**config.mk**
```make
export PLATFORM = sky130hd
export DESIGN_NAME = memory_access_flat
export DESIGN_NICKNAME = d
export VERILOG_FILES = /design/src/rtl/memory_access_if.sv /design/src/rtl/memory_access.sv /design/src/flat_wrapper.sv
export SDC_FILE = /design/constraint.sdc
export NUM_CORES = 1
export LEC_CHECK = 0
export ABC_AREA = 1
export CELL_PAD_IN_SITES_DETAIL_PLACEMENT = 1
export CELL_PAD_IN_SITES_GLOBAL_PLACEMENT = 1
export CORE_AREA = 2 2 179 181
export DETAILED_ROUTE_END_ITERATION = 10
export DIE_AREA = 0 0 181 183
export GPL_TIMING_DRIVEN = 0
export HOLD_SLACK_MARGIN = 0.03
export PLACE_DENSITY_LB_ADDON = 0.1
export SYNTH_ARGS = -nofsm -noshare
export SYNTH_HDL_FRONTEND = slang
export SYNTH_SLANG_ARGS = --single-unit
```
**constraint.sdc**
```tcl
create_clock -name clk -period 2.55 [get_ports clk]
set_clock_uncertainty 0.05 [all_clocks]
set_input_delay 0.51 -clock clk [delete_from_list [all_inputs] [get_ports clk]]
set_output_delay 0.51 -clock clk [all_outputs]
set_load 0.05 [all_outputs]
```
**src/rtl/memory_access_if.sv**
```systemverilog
// Data-bus handshake between the memory stage and data memory.
// Requests carry address/size/strobes; responses carry addr_ok/data_ok.
interface memory_access_if;
  logic        dreq_valid;
  logic [31:0] dreq_addr;
  logic [1:0]  dreq_size;
  logic [3:0]  dreq_strobe;
  logic [31:0] dreq_data;
  logic        dresp_addr_ok;
  logic        dresp_data_ok;
  logic [31:0] dresp_data;

  modport master (
    output dreq_valid, dreq_addr, dreq_size,
    output dreq_strobe, dreq_data,
    input  dresp_addr_ok, dresp_data_ok, dresp_data
  );

  modport slave (
    input  dreq_valid, dreq_addr, dreq_size,
    input  dreq_strobe, dreq_data,
    output dresp_addr_ok, dresp_data_ok, dresp_data
  );
endinterface

```
**src/rtl/memory_access.sv**
```systemverilog
// MIPS memory stage: issues data-bus requests, flags misalignment,
// and holds the raw load word plus pass-through fields for writeback.
module memory_access (
  input  logic        clk,
  input  logic        reset,
  input  logic        in_valid,
  output logic        in_ready,
  input  logic [31:0] in_pcplus4,
  input  logic [31:0] in_aluout,
  input  logic [31:0] in_writedata,
  input  logic [31:0] in_hi,
  input  logic [31:0] in_lo,
  input  logic        in_memread,
  input  logic        in_memwrite,
  input  logic        in_regwrite,
  input  logic [2:0]  in_mem_type,
  input  logic [4:0]  in_writereg,
  input  logic        flush,
  memory_access_if.master dbus,
  output logic        out_valid,
  input  logic        out_ready,
  output logic [31:0] out_pcplus4,
  output logic [31:0] out_aluout,
  output logic [31:0] out_rd,
  output logic [31:0] out_hi,
  output logic [31:0] out_lo,
  output logic        out_regwrite,
  output logic        out_memread,
  output logic [4:0]  out_writereg,
  output logic [2:0]  out_mem_type,
  output logic        out_exc_adel,
  output logic        out_exc_ades,
  output logic        stall
);
  localparam logic [2:0] MT_LB  = 3'd0;
  localparam logic [2:0] MT_LBU = 3'd1;
  localparam logic [2:0] MT_LH  = 3'd2;
  localparam logic [2:0] MT_LHU = 3'd3;
  localparam logic [2:0] MT_LW  = 3'd4;
  localparam logic [2:0] MT_SB  = 3'd5;
  localparam logic [2:0] MT_SH  = 3'd6;
  localparam logic [2:0] MT_SW  = 3'd7;

  typedef enum logic [2:0] {
    IDLE, REQ, WAIT, FULL, DRAIN
  } state_t;

  state_t state, state_n;

  logic [1:0]  size;
  logic        misalign;
  logic        mem_op;
  logic        go;
  logic        acc;
  logic        capture;
  logic [3:0]  strobe;
  logic [31:0] wdata;
  logic [1:0]  r_size;
  logic [3:0]  r_strobe;
  logic [31:0] r_data;

  always_comb begin
    size = 2'd2;
    unique case (in_mem_type)
      MT_LB, MT_LBU, MT_SB: size = 2'd0;
      MT_LH, MT_LHU, MT_SH: size = 2'd1;
      MT_LW, MT_SW:         size = 2'd2;
      default:              size = 2'd2;
    endcase
  end

  assign misalign = (size == 2'd1 && in_aluout[0])
                 || (size == 2'd2 && in_aluout[1:0] != 2'b00);
  assign mem_op = in_memread | in_memwrite;
  assign go     = mem_op & ~misalign;

  // Strobes and lane replication are fixed at accept so dreq_* stay stable.
  always_comb begin
    strobe = 4'b0000;
    wdata  = in_writedata;
    unique case (size)
      2'd0: begin
        strobe = 4'b0001 << in_aluout[1:0];
        wdata  = {4{in_writedata[7:0]}};
      end
      2'd1: begin
        strobe = in_aluout[1] ? 4'b1100 : 4'b0011;
        wdata  = {2{in_writedata[15:0]}};
      end
      default: strobe = 4'b1111;
    endcase
    if (!in_memwrite) strobe = 4'b0000;
  end

  assign in_ready = (state == IDLE)
                 || (state == FULL && out_ready);
  assign acc = in_valid & in_ready & ~flush;

  always_ff @(posedge clk) begin
    if (reset) state <= IDLE;
    else       state <= state_n;
  end

  always_comb begin
    state_n = state;
    unique case (state)
      IDLE:
        if (acc) state_n = go ? REQ : FULL;
      REQ:
        if (flush) begin
          if (dbus.dresp_addr_ok && !dbus.dresp_data_ok)
            state_n = DRAIN;
          else
            state_n = IDLE;
        end else if (dbus.dresp_addr_ok) begin
          state_n = dbus.dresp_data_ok ? FULL : WAIT;
        end
      WAIT:
        if (dbus.dresp_data_ok) state_n = flush ? IDLE : FULL;
        else if (flush)         state_n = DRAIN;
      FULL:
        if (flush)          state_n = IDLE;
        else if (out_ready) state_n = acc ? (go ? REQ : FULL) : IDLE;
      DRAIN:
        if (dbus.dresp_data_ok) state_n = IDLE;
      default: state_n = IDLE;
    endcase
  end

  assign capture = ~flush & dbus.dresp_data_ok
                 & ((state == REQ && dbus.dresp_addr_ok)
                 || state == WAIT);

  always_ff @(posedge clk) begin
    if (reset) begin
      out_pcplus4  <= '0;
      out_aluout   <= '0;
      out_rd       <= '0;
      out_hi       <= '0;
      out_lo       <= '0;
      out_regwrite <= 1'b0;
      out_memread  <= 1'b0;
      out_writereg <= '0;
      out_mem_type <= '0;
      out_exc_adel <= 1'b0;
      out_exc_ades <= 1'b0;
      r_size       <= '0;
      r_strobe     <= '0;
      r_data       <= '0;
    end else begin
      if (acc) begin
        out_pcplus4  <= in_pcplus4;
        out_aluout   <= in_aluout;
        out_rd       <= '0;
        out_hi       <= in_hi;
        out_lo       <= in_lo;
        out_regwrite <= in_regwrite & ~(mem_op & misalign);
        out_memread  <= in_memread;
        out_writereg <= in_writereg;
        out_mem_type <= in_mem_type;
        out_exc_adel <= in_memread & misalign;
        out_exc_ades <= in_memwrite & misalign;
        r_size       <= size;
        r_strobe     <= strobe;
        r_data       <= wdata;
      end
      if (capture) out_rd <= dbus.dresp_data;
    end
  end

  assign out_valid        = (state == FULL);
  assign stall            = (state == REQ) || (state == WAIT)
                         || (state == DRAIN);
  assign dbus.dreq_valid  = (state == REQ);
  assign dbus.dreq_addr   = out_aluout;
  assign dbus.dreq_size   = r_size;
  assign dbus.dreq_strobe = r_strobe;
  assign dbus.dreq_data   = r_data;
endmodule

```
**src/flat_wrapper.sv**
```systemverilog
// flat-port wrapper written by rule: the top's interface ports become plain ports
module memory_access_flat 
  (clk, reset, in_valid, in_ready, in_pcplus4, in_aluout, in_writedata, in_hi, in_lo, in_memread, in_memwrite, in_regwrite, in_mem_type, in_writereg, flush, out_valid, out_ready, out_pcplus4, out_aluout, out_rd, out_hi, out_lo, out_regwrite, out_memread, out_writereg, out_mem_type, out_exc_adel, out_exc_ades, stall, dbus_dreq_valid, dbus_dreq_addr, dbus_dreq_size, dbus_dreq_strobe, dbus_dreq_data, dbus_dresp_addr_ok, dbus_dresp_data_ok, dbus_dresp_data);
  memory_access_if dbus_i ();
  input  logic clk;
  input  logic reset;
  input  logic in_valid;
  output logic in_ready;
  input  logic [31:0] in_pcplus4;
  input  logic [31:0] in_aluout;
  input  logic [31:0] in_writedata;
  input  logic [31:0] in_hi;
  input  logic [31:0] in_lo;
  input  logic in_memread;
  input  logic in_memwrite;
  input  logic in_regwrite;
  input  logic [2:0] in_mem_type;
  input  logic [4:0] in_writereg;
  input  logic flush;
  output logic out_valid;
  input  logic out_ready;
  output logic [31:0] out_pcplus4;
  output logic [31:0] out_aluout;
  output logic [31:0] out_rd;
  output logic [31:0] out_hi;
  output logic [31:0] out_lo;
  output logic out_regwrite;
  output logic out_memread;
  output logic [4:0] out_writereg;
  output logic [2:0] out_mem_type;
  output logic out_exc_adel;
  output logic out_exc_ades;
  output logic stall;
  output wire logic [$bits(dbus_i.dreq_valid)-1:0] dbus_dreq_valid;
  output wire logic [$bits(dbus_i.dreq_addr)-1:0] dbus_dreq_addr;
  output wire logic [$bits(dbus_i.dreq_size)-1:0] dbus_dreq_size;
  output wire logic [$bits(dbus_i.dreq_strobe)-1:0] dbus_dreq_strobe;
  output wire logic [$bits(dbus_i.dreq_data)-1:0] dbus_dreq_data;
  input wire logic [$bits(dbus_i.dresp_addr_ok)-1:0] dbus_dresp_addr_ok;
  input wire logic [$bits(dbus_i.dresp_data_ok)-1:0] dbus_dresp_data_ok;
  input wire logic [$bits(dbus_i.dresp_data)-1:0] dbus_dresp_data;
  assign dbus_dreq_valid = dbus_i.dreq_valid;
  assign dbus_dreq_addr = dbus_i.dreq_addr;
  assign dbus_dreq_size = dbus_i.dreq_size;
  assign dbus_dreq_strobe = dbus_i.dreq_strobe;
  assign dbus_dreq_data = dbus_i.dreq_data;
  assign dbus_i.dresp_addr_ok = dbus_dresp_addr_ok;
  assign dbus_i.dresp_data_ok = dbus_dresp_data_ok;
  assign dbus_i.dresp_data = dbus_dresp_data;
  memory_access u_core (.clk(clk), .reset(reset), .in_valid(in_valid), .in_ready(in_ready), .in_pcplus4(in_pcplus4), .in_aluout(in_aluout), .in_writedata(in_writedata), .in_hi(in_hi), .in_lo(in_lo), .in_memread(in_memread), .in_memwrite(in_memwrite), .in_regwrite(in_regwrite), .in_mem_type(in_mem_type), .in_writereg(in_writereg), .flush(flush), .dbus(dbus_i), .out_valid(out_valid), .out_ready(out_ready), .out_pcplus4(out_pcplus4), .out_aluout(out_aluout), .out_rd(out_rd), .out_hi(out_hi), .out_lo(out_lo), .out_regwrite(out_regwrite), .out_memread(out_memread), .out_writereg(out_writereg), .out_mem_type(out_mem_type), .out_exc_adel(out_exc_adel), .out_exc_ades(out_exc_ades), .stall(stall));
endmodule
```
; Yosys cells after proc, flatten, opt, wreduce, memory -nomap -nowiden
; Memories as Yosys holds them, arrays and structs flattened.
; Cells that the tools add are included.
[word_totals]
regBits = 213
latchBits = 0
ram_bits = 0
rom_bits = 16
input_bits = 210
wordCells = 77
memories = 1
[op_classes]
addsub = 0
n_mul = 0
div_mod_pow = 0
n_lt_le_gt_ge = 0
eq_ne = 11
shifts = 1
n_mux = 20
n_bitwise = 13
n_reduce_logical = 16
[memory_table]
columns = memory, words, word_bits, read_ports, rd_clocked_by_memory_dff, wr, line_no
row1 = (name not given), 8, 2, 1, 0, 0, memory_access.sv:64  ; unique case (in_mem_type)
[op_table]
columns = op, n
row1 = two-way mux 32 bit, 2
row2 = case mux 32 bit (2 select lines), 1
row3 = two-way mux 3 bit, 10
row4 = case mux 3 bit (5 select lines), 1
row5 = AND 1 bit, 9
row6 = two-way mux 4 bit, 2
row7 = case mux 4 bit (2 select lines), 1
row8 = equality test 3 x 2 -> 1 bit (second input constant), 2
row9 = != test 3 x 2 -> 1 bit (second input constant), 2
row10 = logical AND 1 bit, 5
row11 = logical OR 1 bit, 5
row12 = AND reduction 5 bit, 1
row13 = two-way mux 2 bit, 2
row14 = nonzero test 2 bit, 2
row15 = << shifter 1 x 2 -> 4 bit (first input constant), 1
row16 = equality test 3 x 1 -> 1 bit (second input constant), 1
row17 = equality test 3 bit (second input constant), 1
row18 = logical NOT 3 bit, 1
row19 = != test 3 bit (second input constant), 1
row20 = NOT 1 bit, 3
row21 = equality test 2 x 1 -> 1 bit (second input constant), 1
row22 = equality test 2 bit (second input constant), 1
row23 = logical NOT 2 bit, 1
row24 = != test 2 x 1 -> 1 bit (second input constant), 1
row25 = 4 further kinds, 4

; Longest topological paths before layout
; An unclocked memory read counts as a cell.
[logic_depth]
word_depth = 11
ltp_mapped = 11
ltp_nobuf = 10

; Least setup slack after synthesis
; OpenSTA, ideal clock, no wires.
[synth_timing]
path_kind = input -> register
startpoint = input port out_ready
endpoint = register u_core.out_aluout[10] (netlist: u_core.dbus.dreq_addr[10])
setup_ns = 0.116
arrival_ns = 1.779
t_required_ns = 2.384
slack_ns = 0.605
path_stages = 7
n_path_buf = 2
cell_sequence = inv_1 o21ai_2 nand2_2 buf_4 clkbuf_1 o21ai_0 nor2_1
[synth_between]
elab_chain_cells = 4
[synth_lines]
columns = item, line_no
row1 = start: declaration, flat_wrapper.sv:21  ; input logic out_ready;
row2 = logical AND 1 bit, memory_access.sv:96  ; || (state == FULL && out_ready);
row3 = logical OR 1 bit, memory_access.sv:96
row4 = via in_ready, flat_wrapper.sv:8  ; output logic in_ready;
row5 = AND 1 bit (2 in a row), memory_access.sv:97  ; assign acc = in_valid & in_ready & ~flush;
row6 = end signal: assignment, memory_access.sv:153  ; out_aluout <= in_aluout;
row7 = end: declaration, memory_access.sv:23  ; output logic [31:0] out_aluout,
; The timed path passes the listed nets, and every way through them passes these cells.
; A chain may end at the register's enable or synchronous reset.

; Final worst setup path
[layout_timing]
startpoint = register u_core.out_aluout[10] (netlist: u_core.dbus.dreq_addr[10])
endpoint = output port out_aluout[10]
[layout_rtl]
columns = item, line_no
row1 = end: declaration, flat_wrapper.sv:23  ; output logic [31:0] out_aluout;
; No word-level cell between the ends.

==> flow_summary.toml <==
[run_status]
run_status = "completed"

[critical_path]
timing.critical_path.max_delay_family = "buffers and inverters"
critical_path_cell_by_cell = "buf_4 > clkdlybuf4s50_1"
critical_path.max_stage_delay_ns = 0.79
cp_num_buf_inv = 2
critical_path.max_fanout = 3
timing.rr.end = "u_core.out_pcplus4[17]$_SDFFE_PP0P_"
timing.rr.start = "u_core.state[2]$_SDFFE_PP0P_"
worstSetupEndpointType = "primary output"
path_class = "flop to primary output"
worst-r2r-cell-count = 8
critPathArrivalTime_ns = 1.88
crit_path_start_kind = "flop"
cp_data_required_time_ns = 1.99
ff2ff_setup_slack_ns = 0.54
critPathSlowestCell = "clkdlybuf4s50_1"

[sta]
fin_crit_ns = 2.445
final_min_period_over_clock_period_pct = 95.88
worst_slew_margin_rel_pct = 48.90
fin_setup_tns_ns = 0
drv_slew = 0
timing.final.hold_violations = 0
max_freq_mhz = 409.0
worst_pin_slew_ns = 0.7665
final_setup_violation_count = 0
grt_setup_unrepaired = "false"

[yosys]
edff_count_synth = 0
mappedNetlistArea_um2 = 8135
avgSynthCellArea_um2 = 7.575
share_of_synthesized_area_occupied_by_flip_flops_and_latches_pct = 52.41
yosys_warnings = 0
yosys.cell_types.count = 26
postSynthNetCount = 1286
synth_cells = 1074
synth_seq_cells = 213
yosysTopAreaCellShare_pct = 52.41
postSynth.asyncResetShare_pct = 0
yosys-top-cells-count = "277 x nor2_1, 213 x dfxtp_1, 153 x o21ai_0"
synth.area.top_cells = "dfxtp_1 52%, nor2_1 13%, o21ai_0 9.4%"
postSynth.topFlopCell = "dfxtp_1"
synthDominantAreaCellType = "dfxtp_1"
synth.most_common_cell = "nor2_1"

[drt]
viasPerCell = 4.494
routed_wl_um = 35590
dr_total_vias = 8885
wire_per_inst_um = 18.00
detail_route.iter0.violations = 288
drcViolationCount = 0
route.antenna.remaining_nets = 0
drt_first_pass_iters = 4

[cts]
clock_tree_from_tritoncts = "done"
cts.hold.buffers_added = 0
insertion_delay_of_the_later_clocked_pin_in_the_worst_skew_pair_ns = 0.53
clock_tree.buffer_depth = 3
root_buffer_cell = "clkbuf_16"
cts.htree.levels = 1
clkSlewWorstSetupHoldPaths_ns = 0.06
clock_sink_count = 213
numCtsBuffers = 26

[global_route]
global_route.overflow_total = 0
pin_count_of_the_biggest_net_entering_global_routing = 13
wire_length_of_the_first_global_routing_pass_um = 53680
grtUsageTotal_pct = 20.83
antenna_found_initial = 4
first_global_vias = 9070

[floorplanning]
area_of_the_die_um2 = 33120
std_cell_rows = 65
die_y_um = 183
num_io_pins = 456
core_region_area_um2 = 31230
fp.dieW_um = 181
start_util_pct = 26.05

[min_path]
min_delay_worst_endpoint = "u_core.out_rd[7]$_SDFFE_PP0P_"
hold_start = "u_core.out_rd[7]$_SDFFE_PP0P_"
min_path_type = "flop to flop"
hold-path-cell-count = 2

[power]
power.density_cell_area_nw_per_um2 = 757.9
share_seq_of_total_power_pct = 35.4
combPwrFrac_pct = 29.0
ir_drop_mv = 0.4840
total_switching_power_mw = 3.594
internal_power_mw = 7.049
p_leak_nw = 5.356
power.switching_fraction_pct = 33.77
share_clk_of_total_power_pct = 35.6

[layout]
final_design_area_no_fill_um2 = 14040
finish.cell_count_without_fillers = 1977
layout-drive-gt1-share_pct = 7.066
final_net_count = 1768
syn2layout_area_growth_pct = 72.61

[place]
placed_cells_incl_taps = 1930
portBuffers = 454
detailed_place.area_um2 = 13180
detailed_place_hpwl_um = 27210
finalWeightedCongestion = 0.8096

[job]
cap_viol_max_count = 0
[cells by family after synthesis]
logic type / after synthesis / synth area share [%]
simple gates: 472 / 22.82
compound gates: 254 / 15.95
flops: 213 / 52.41
buf+inv: 133 / 8.505
fa+ha+maj: 2 / 0.3075
[placed cells by master (no fill, tap or decap), drive strengths merged, types with 2 or more instances in the layout]
master | synthesis | layout
a21oi | 81 | 81
a31oi | 9 | 9
buf | 64 | 64
bufinv | 0 | 3
clkbuf | 43 | 81
clkdlybuf4s50 | 0 | 450
clkinv | 3 | 6
dfxtp | 213 | 213
diode | 0 | 4
dlygate4sd2 | 0 | 2
ha | 2 | 2
inv | 23 | 23
nand2 | 133 | 133
nand3 | 58 | 58
nor2 | 277 | 277
o21ai | 161 | 161
[state kept, by name (all words and copies together) (netlist names), 4 cells and up]
name / cells
u_core.out_lo: 32
u_core.out_rd: 32
u_core.out_pcplus4: 32
u_core.dbus.dreq_addr: 32
u_core.out_hi: 32
u_core.out_writereg: 5
u_core.dbus.dreq_strobe: 4
u_core.dbus.dreq_data: 32
[power groups by stage]
stage	clock, mW	sequential, mW	combinational [mW]
finish	3.79	3.77	3.09
global route	4.04	3.80	3.29
CTS	3.90	3.77	3.13
detailed placement	0	3.84	3.12
global placement	0	3.83	3.09
floorplan	0	4.73	0.944
[through the flow]
step	hold WS (ns)	worst slack, ns	utilization, %	total power, mW
final	0.4104	0.1050	44.96	10.64
after global routing	0.4330	0.01986	44.96	11.13
after CTS	0.4148	0.001076	44.96	10.80
after detailed placement	0.4055	-0.3546	42.21	6.962
after global placement	0.3956	-0.3410	42.21	6.924
after floorplan	0.4411	0.6054	-	5.673
[how the worst max path moves through the flow]
stage | end | depth (start not counted) | start
5_1_grt | dbus_dreq_valid | 4 | u_core.state[2]$_SDFFE_PP0P_
6_report | out_aluout[10] | 2 | u_core.dbus.dreq_addr[10]$_SDFFE_PP0P_
3_3_place_gp | u_core.dbus.dreq_data[29]$_SDFFE_PP0P_ | 10 | in_mem_type[0]
3_5_place_dp | u_core.dbus.dreq_data[25]$_SDFFE_PP0P_ | 10 | in_mem_type[0]
2_1_floorplan | u_core.dbus.dreq_addr[10]$_SDFFE_PP0P_ | 7 | out_ready
4_1_cts | stall | 4 | u_core.state[2]$_SDFFE_PP0P_
[worst register-to-register path: cells and delay by family, from the launching register on]
family                 cells  cell delay (ns)
and+or+nand+nor            4             0.61
AOI/OAI and AO/OA          2             0.39
buffers and inverters      2             0.47
DFF                        1             0.36
[what timing repair did]
item                       in CTS  in global routing
setup endpoints to repair       4                  2
buffers inserted                0                  0
hold endpoints to repair        0                  0
gates resized for setup         5                  3
[final cells by class]
type                    instances  area, um^2
clock buffers                  36       749.5
well taps                     402       503.0
flip-flops and latches        213        4264
clock inverters                 7       112.6
repair buffers                454        4532
inverters                      26       98.84
plain buffers                 107       593.1
multi-input cells             728        3179
fillers                      3766       17190
diodes                          4       10.01
[metal layers]
metal / up-vias / global-route usage [%] / wire (um)
li1: 4429 / - / -
met1: 4109 / 23.99 / 14330
met2: 290 / 37.43 / 17670
met3: 57 / 5.739 / 2492
met4: 0 / 6.667 / 1091
met5: - / 0 / 0
Power figures use the tool's default switching activity.
